**src/rtl/matdet_seq.sv**
```systemverilog
// Sequencer for the matdetN determinant cores: gathers a row-major element stream, runs the core
// restart/complete handshake and emits the determinant. Optional MATDET_SEQ_STATS_EN adds counters.
//
// state   | meaning
// S_LOAD  | accepting elements into the matrix slots
// S_START | core_rst held high, waiting for core_ready
// S_RUN   | waiting for a qualified core_complete
// S_OUT   | determinant presented until out_ready
module matdet_seq #(
  parameter int DATA_WIDTH  = 16,
  parameter int BIN_POS     = 8,
  parameter int MATRIX_SIZE = 3
) (
  input  logic                                      clk_i,
  input  logic                                      rst_ni,
  input  logic                                      in_valid_i,
  output logic                                      in_ready_o,
  input  logic [DATA_WIDTH-1:0]                     in_data_i,
  output logic                                      core_rst_o,
  input  logic                                      core_ready_i,
  input  logic                                      core_complete_i,
  output logic [MATRIX_SIZE*MATRIX_SIZE*DATA_WIDTH-1:0] core_matrix_o,
  input  logic [DATA_WIDTH-1:0]                     core_det_i,
  output logic                                      out_valid_o,
  input  logic                                      out_ready_i,
  output logic [DATA_WIDTH-1:0]                     out_det_o,
`ifdef MATDET_SEQ_STATS_EN
  output logic [31:0]                               stat_count_o,
  output logic [31:0]                               stat_cycles_o,
`endif
  output logic                                      busy_o
);

  localparam int NELEM = MATRIX_SIZE * MATRIX_SIZE;
  localparam int MW    = NELEM * DATA_WIDTH;
  localparam int CW    = (NELEM > 1) ? $clog2(NELEM) : 1;
  localparam logic [CW-1:0] LAST = CW'(NELEM - 1);

  // The binary point is only carried through; reject nonsensical values at elaboration.
  if (BIN_POS < 0 || BIN_POS > DATA_WIDTH) begin : g_bad_bin_pos
    $error("matdet_seq: BIN_POS out of range");
  end

  typedef enum logic [1:0] {S_LOAD, S_START, S_RUN, S_OUT} state_e;

  state_e                state_q, state_d;
  logic [CW-1:0]         count_q, count_d;
  logic [MW-1:0]         matrix_q, matrix_d;
  logic                  core_rst_q, core_rst_d;
  logic                  out_valid_q, out_valid_d;
  logic [DATA_WIDTH-1:0] out_det_q, out_det_d;
  logic                  take_result, out_hs;

  // A complete that arrives while restart is still asserted belongs to the previous job.
  assign take_result = (state_q == S_RUN) && core_complete_i && !core_rst_q;
  assign out_hs      = out_valid_q && out_ready_i;

  always_ff @(posedge clk_i or negedge rst_ni) begin
    if (!rst_ni) begin
      state_q     <= S_LOAD;
      count_q     <= '0;
      matrix_q    <= '0;
      core_rst_q  <= 1'b0;
      out_valid_q <= 1'b0;
      out_det_q   <= '0;
    end else begin
      state_q     <= state_d;
      count_q     <= count_d;
      matrix_q    <= matrix_d;
      core_rst_q  <= core_rst_d;
      out_valid_q <= out_valid_d;
      out_det_q   <= out_det_d;
    end
  end

  always_comb begin
    state_d     = state_q;
    count_d     = count_q;
    matrix_d    = matrix_q;
    core_rst_d  = core_rst_q;
    out_valid_d = out_valid_q;
    out_det_d   = out_det_q;
    unique case (state_q)
      S_LOAD: begin
        if (in_valid_i) begin
          for (int k = 0; k < NELEM; k++) begin
            if (count_q == CW'(k)) matrix_d[k*DATA_WIDTH +: DATA_WIDTH] = in_data_i;
          end
          if (count_q == LAST) begin
            count_d    = '0;
            state_d    = S_START;
            core_rst_d = 1'b1;
          end else begin
            count_d = count_q + 1'b1;
          end
        end
      end
      S_START: begin
        if (core_ready_i) begin
          core_rst_d = 1'b0;
          state_d    = S_RUN;
        end
      end
      S_RUN: begin
        if (take_result) begin
          out_valid_d = 1'b1;
          out_det_d   = core_det_i;
          state_d     = S_OUT;
        end
      end
      S_OUT: begin
        if (out_hs) begin
          out_valid_d = 1'b0;
          state_d     = S_LOAD;
        end
      end
      default: state_d = S_LOAD;
    endcase
  end

  assign in_ready_o    = (state_q == S_LOAD);
  assign core_rst_o    = core_rst_q;
  assign core_matrix_o = matrix_q;
  assign out_valid_o   = out_valid_q;
  assign out_det_o     = out_det_q;
  assign busy_o        = !((state_q == S_LOAD) && (count_q == '0));

`ifdef MATDET_SEQ_STATS_EN
  logic [31:0] cyc_q, stat_count_q, stat_cycles_q;

  // cyc_q restarts in LOAD so it counts START+RUN cycles of the current job.
  always_ff @(posedge clk_i or negedge rst_ni) begin
    if (!rst_ni) begin
      cyc_q         <= '0;
      stat_count_q  <= '0;
      stat_cycles_q <= '0;
    end else begin
      if (state_q == S_LOAD) cyc_q <= '0;
      else                   cyc_q <= cyc_q + 32'd1;
      if (take_result) stat_cycles_q <= cyc_q + 32'd1;
      if (out_hs)      stat_count_q  <= stat_count_q + 32'd1;
    end
  end

  assign stat_count_o  = stat_count_q;
  assign stat_cycles_o = stat_cycles_q;
`endif

endmodule

```
**config.mk**
```make
export PLATFORM = sky130hd
export DESIGN_NAME = matdet_seq
export DESIGN_NICKNAME = d
export VERILOG_FILES = /design/src/rtl/matdet_seq.sv
export SDC_FILE = /design/constraint.sdc
export NUM_CORES = 1
export LEC_CHECK = 0
export ABC_AREA = 0
export BUFFER_PORTS_ARGS = -buffer_cell sky130_fd_sc_hd__buf_2
export CAP_MARGIN = 20
export CORE_MARGIN = 8
export CORE_UTILIZATION = 35
export CTS_BUF_LIST = sky130_fd_sc_hd__clkbuf_8 sky130_fd_sc_hd__clkbuf_16
export CTS_CLUSTER_DIAMETER = 200
export DETAILED_ROUTE_END_ITERATION = 12
export PLACE_DENSITY = 0.6
export SLEW_MARGIN = 20
export SYNTH_ARGS = -nofsm -noshare
export SYNTH_HDL_FRONTEND = slang
export SYNTH_SLANG_ARGS = --single-unit
```
**constraint.sdc**
```tcl
create_clock -name clk_i -period 2 [get_ports clk_i]
set_clock_uncertainty 0.05 [all_clocks]
set_input_delay 0.4 -clock clk_i [delete_from_list [all_inputs] [get_ports clk_i]]
set_output_delay 0.4 -clock clk_i [all_outputs]
set_load 0.005 [all_outputs]
```
==> results of run 1 <==
==> worst max-delay path: cells and delay by family (launching register included) <==
kind	cells	cell delay, ps
adders and majority gates	1	170
buffers and inverters	2	240
and+or+nand+nor	2	240
DFF	1	390
==> sequential cells by signal, indices dropped and copies added, names as in the netlist <==
signal and count:
core_matrix_o 144, core_rst_o 1, count_q 4, out_det_o 16, out_valid_o 1, state_q 2
==> layer usage <==
| metal | share of wire, % | up-vias | global-route usage (%) | routed length, um |
|---|---|---|---|---|
| met5 | 0.070 | - | 0 | 13 |
| met1 | 43 | 2188 | 19.6 | 8030 |
| met4 | 1.1 | 2 | 4.39 | 195 |
| met3 | 7.5 | 13 | 5.24 | 1380 |
| met2 | 48 | 135 | 24.0 | 8860 |
| li1 | - | 1920 | - | - |
==> cells in the mapped netlist (all sizes together), types with 3 or more instances <==
cell / count
and3: 3
nand2: 8
a21oi: 3
nor2: 10
buf: 13
o21ai: 4
mux2: 162
dfrtp: 168
ha: 9
inv: 7
==> what timing repair did <==
item	CTS	global route
hold buffers	1	0
hold endpoints to repair	54	0
cloned	0	0
gates resized for setup	4	1
setup endpoints to repair	3	1
buffers inserted	2	7
pin swaps	0	1
==> stage by stage <==
| step | setup WS [ps] | instance area (um^2) |
|---|---|---|
| final | 101 | 9140 |
| after global routing | 13.2 | 9140 |
| after CTS | 20.2 | 9080 |
| after detailed placement | 27.1 | 8440 |
| after global placement | 68.1 | 8440 |
| after floorplan | 40.2 | 6870 |
==> logic make-up after synthesis <==
family,count (synthesis),share of synthesized area [%]
DFF,168,61.2
muxes,164,29.5
and+or+nand+nor,30,3.62
buffers and inverters,20,2.95
AOI/OAI and AO/OA,11,1.00
adders and majority gates,9,1.64
xor gates and xnor gates,1,0.127
==> worst max-delay path by stage <==
stage,start,slack (ps),end,depth (start not counted)
finish,state_q[1],100,busy_o,5
global route,state_q[1],10,busy_o,5
CTS,count_q[1],20,busy_o,5
detailed placement,state_q[1],30,core_matrix_o[0],7
global placement,state_q[1],70,core_matrix_o[2],7
floorplan,state_q[0],40,core_matrix_o[54],7
==> layout make-up <==
class | instances | share of cell area, %
clock buffer | 18 | 4.80
clock inverter | 14 | 1.87
inverter | 7 | 0.287
multi-input combinational | 215 | 27.2
sequential | 168 | 46.0
tap | 265 | 3.63
timing repair buffer | 242 | 16.2
==> layout by cell type, fill, tap and decap left out, drive strengths merged, types with 4 or more instances in the layout <==
| cell type | Yosys | final |
|---|---|---|
| buf | 13 | 241 |
| ha | 9 | 9 |
| o21ai | 4 | 4 |
| clkbuf | 0 | 18 |
| nor2 | 10 | 10 |
| mux2 | 162 | 162 |
| dfrtp | 168 | 168 |
| inv | 7 | 12 |
| clkinvlp | 0 | 5 |
| nand2 | 8 | 8 |
==> power breakdown <==
part           internal [mW]  total [mW]  leakage (nW)  switching [mW]
Clock                   2.01        3.39         0.287            1.38
Sequential              4.84        5.68          2.17           0.840
Combinational           2.67        4.51          2.35            1.84
Total                   9.51        13.6          4.81            4.07
==> impl_metrics.ini, run 1 <==
[timing]
timing.final.crit_share_pct = 95.0
tightest_slew_ps = 616
layout_min_cycle_time_ps = 1900
relSlewSlack_pct = 58.9
hold_ws_ps = 159
setup_viol = 0
hold_viol = 0
fmax_mhz = 526
slew_viol_final = 0
finalSetupTns_ps = 0
rsz0062_at_grt = false

[worst_hold_path]
hold_path.class = in -> reg
min_from = core_det_i[14]
whs_endpoint = out_det_o[14]
hold_depth = 2

[routing]
antenna_left = 0
drt_iter0_markers = 172
vias_per_cell = 4.58
drt_wl_total_um = 18500
wl_per_cell_um = 19.9
firstDrtPassIters = 4
drc = 0
vias = 4258

[yosys]
avgSynthCellArea_um2 = 17.1
syn_area_um2 = 6870
netlist-cell-type-count = 33
ys_top_cells_by_area = dfrtp_1 61%, mux2_2 15%, mux2_4 11%
ys_seq_elements = 168
synth_edf_count = 0
async_flop_share_pct = 100
dominantRegCellSynth = dfrtp_1
synth_fp_nets = 450
ys_seq_area_share_pct = 61.2
synth_cells = 403
yosys_warnings = 0
yosysTopAreaCellShare_pct = 61.2
synth_area_leader_cell = dfrtp_1

[worst_setup_path]
start_kind = register
cp_data_required_time_ps = 1550
slowest_delay_ps = 390
endpoint_kind = primary output
r2r-end = core_matrix_o[92]
cp_slowest_cell = dfrtp_1
r2r-start = state_q[1]
cp_data_arrival_time_ps = 1450
r2r_setup_slack_ps = 110
crit_type = reg -> out
crit_path_cell_trace = inv_2, ha_4, and2b_4, nand3_2, buf_2
path_max_fanout = 4
rr_worst_depth = 8

[clock_tree]
cts_max_level = 4
cts_max_path_buffers = 2
path_clk_slew_ps = 60
numCtsBuffers = 17
cts.sinks = 168
cts-root-buf = clkbuf_16
cts_tree = yes
clk-insertion-delay-late_ps = 420

[placement]
port_buffers = 201
dp.cells = 887
dpl.hpwl_um = 13700
globalplace.congestion = 0.757

[layout]
fin_util_pct = 47.1
drive_gt1_share_pct = 65.1
area_growth_pct = 33.0
diodes = 0
fin_cells = 929
nFillCells = 1779
nNetsFinal = 698
multiInputGateArea_um2 = 2480
seqCellArea_um2 = 4200

[floorplanning]
chipWidth_um = 156
rows = 51
coreArea_um2 = 19400
initial_core_util_pct = 35.4
die-area_um2 = 24400
io_pins = 202
die_h_um = 156

[global_routing]
grt_pass1_vias = 4578
grt_usage_pct = 15.3
grt_max_degree = 60
grt_pass1_wl_um = 28100
grt_overflow_total = 0
antenna_found_initial = 1

[flow_run]
max_cap_viol_count = 0

[pwr]
power_mw = 13.6
ir_drop_mv = 0.608
power_density_nw_per_um2 = 1490
leakage_nw = 4.81

[status]
outcome = finished clean
Power figures use the tool's default switching activity.
==> inputs of run 2 (changes only) <==
--- a/config.mk
+++ b/config.mk
@@ -9,11 +9,11 @@
 export BUFFER_PORTS_ARGS = -buffer_cell sky130_fd_sc_hd__buf_2
 export CAP_MARGIN = 20
 export CORE_MARGIN = 8
-export CORE_UTILIZATION = 35
+export CORE_UTILIZATION = 47
 export CTS_BUF_LIST = sky130_fd_sc_hd__clkbuf_8 sky130_fd_sc_hd__clkbuf_16
 export CTS_CLUSTER_DIAMETER = 200
 export DETAILED_ROUTE_END_ITERATION = 12
-export PLACE_DENSITY = 0.6
+export PLACE_DENSITY = 0.77
 export SLEW_MARGIN = 20
 export SYNTH_ARGS = -nofsm -noshare
 export SYNTH_HDL_FRONTEND = slang
==> run 2 against run 1 <==
Against the previous run:
- non-clock buffer count is 10 lower
- via count is 0.35% higher
- final area is 2.4% lower
- critical path type unchanged
- largest cell class unchanged
- largest power group unchanged
==> impl_metrics.ini, run 2 (same netlist as run 1, synthesis figures left out) <==
[status]
outcome = finished clean

[routing]
drc = 0
firstDrtPassIters = 4
wl_per_cell_um = 20.2
drt_iter0_markers = 157
vias_per_cell = 5.10
vias = 4273
drt_wl_total_um = 17000
antenna_left = 0

[layout]
layout_commonest_cell = buf_2
drive_gt1_share_pct = 64.5
nNetsFinal = 688
diodes = 0
fin_cells = 838
largest_reg_flops = 144
final_cell_mix = 199 x buf_2, 168 x dfrtp_1, 93 x mux2_2
area_growth_pct = 29.8
nFillCells = 1099
finalInstanceArea_um2 = 8920

[global_routing]
grt_pass1_vias = 4526
grt_overflow_total = 0
grt_pass1_wl_um = 26200
grt_usage_pct = 18.3
use_met1_pct = 22.8
grt_max_degree = 51
grt_util_met2_pct = 30.2
grt_busiest_layer = met2
antenna_found_initial = 1
use_met3_pct = 5.98

[worst_setup_path]
cp_data_required_time_ps = 1550
critPathTopFamily = flip-flops
cp.buffers_inverters = 2
crit_type = reg -> out
crit_path_cell_trace = inv_2, ha_4, and2b_4, nand3_2, buf_6
slowest_delay_ps = 410
cp_slowest_cell = dfrtp_1
start_kind = register
endpoint_kind = primary output
cp_data_arrival_time_ps = 1470
path_max_fanout = 4

[timing]
relSlewSlack_pct = 68.0
tightest_slew_ps = 480
timing.final.crit_share_pct = 96.2
slew_viol_final = 0
hold_viol = 0
finalSetupTns_ps = 0
setup_ws_ps = 75.0
setup_viol = 0
fmax_mhz = 519
layout_min_cycle_time_ps = 1920

[placement]
dpl.hpwl_um = 12600
dp.cells = 799
dpl_cell_area_um2 = 8280
port_buffers = 201
dpl_worst_slack_ps = -12.8
globalplace.congestion = 0.786

[floorplanning]
chipWidth_um = 137
io_pins = 202
die_h_um = 137
initial_core_util_pct = 47.7
rows = 44
die-area_um2 = 18800
coreArea_um2 = 14400

[pwr]
power_mw = 13.1
leakage_nw = 4.76
ir_drop_mv = 0.685
power_density_nw_per_um2 = 1470

[worst_hold_path]
hold_path.class = in -> reg

[clock_tree]
cts.sinks = 168
cts-root-buf = clkbuf_16
clk-insertion-delay-late_ps = 420
cts_max_path_buffers = 2
cts_max_level = 4
cts_tree = yes
numCtsBuffers = 17
path_clk_slew_ps = 60

[flow_run]
max_cap_viol_count = 0
[run 2: cell type report]
cell class                      count  area, um^2  area share [%]
Multi-Input combinational cell    215        2490            27.9
Tap cell                          184         230            2.58
Clock buffer                       19         453            5.08
Clock inverter                     13         105            1.18
Inverter                            7        26.3           0.294
Sequential cell                   168        4200            47.1
Timing Repair Buffer              232        1420            15.9
[run 2: routing by layer]
metal / vias up / routed length [um]
li1: 1899 / -
met1: 2223 / 7000
met2: 132 / 8370
met3: 17 / 1420
met4: 2 / 161
met5: - / 8
[run 2: power by group]
| part | switching (mW) | leakage (nW) | internal (mW) |
|---|---|---|---|
| logic | 1.78 | 2.30 | 2.61 |
| registers | 0.864 | 2.17 | 4.84 |
| clock network | 1.28 | 0.285 | 1.77 |
| total | 3.93 | 4.76 | 9.22 |
[run 2: worst paths after layout]
| check | from | end | slack (ps) | cells past startpoint |
|---|---|---|---|---|
| max | state_q[1] | busy_o | 80 | 5 |
| min | core_det_i[5] | out_det_o[5] | 160 | 2 |
| max reg2reg | state_q[1] | core_matrix_o[53] | 90 | 8 |
| min reg2reg | core_matrix_o[10] | core_matrix_o[10] | 430 | 1 |
| max in group asynchronous | rst_ni | count_q[3] | 810 | 3 |
| min in group asynchronous | rst_ni | core_matrix_o[62] | 450 | 2 |
[run 2: repair_timing]
| item | 4_1_cts | 5_1_grt |
|---|---|---|
| buffers inserted | 0 | 6 |
| cloned | 0 | 0 |
| pin swaps | 0 | 1 |
| endpoints found under the setup margin | 16 | 1 |
| hold buffers | 1 | 0 |
| resized for setup | 4 | 4 |
| endpoints found under the hold margin | 47 | 0 |
[run 2: stage by stage]
step                util, %  hold slack, ps
finish                 61.9             163
global route           61.9             151
CTS                    61.5             142
detailed placement     57.4             325
global placement       57.4             320
floorplan                 -            54.4
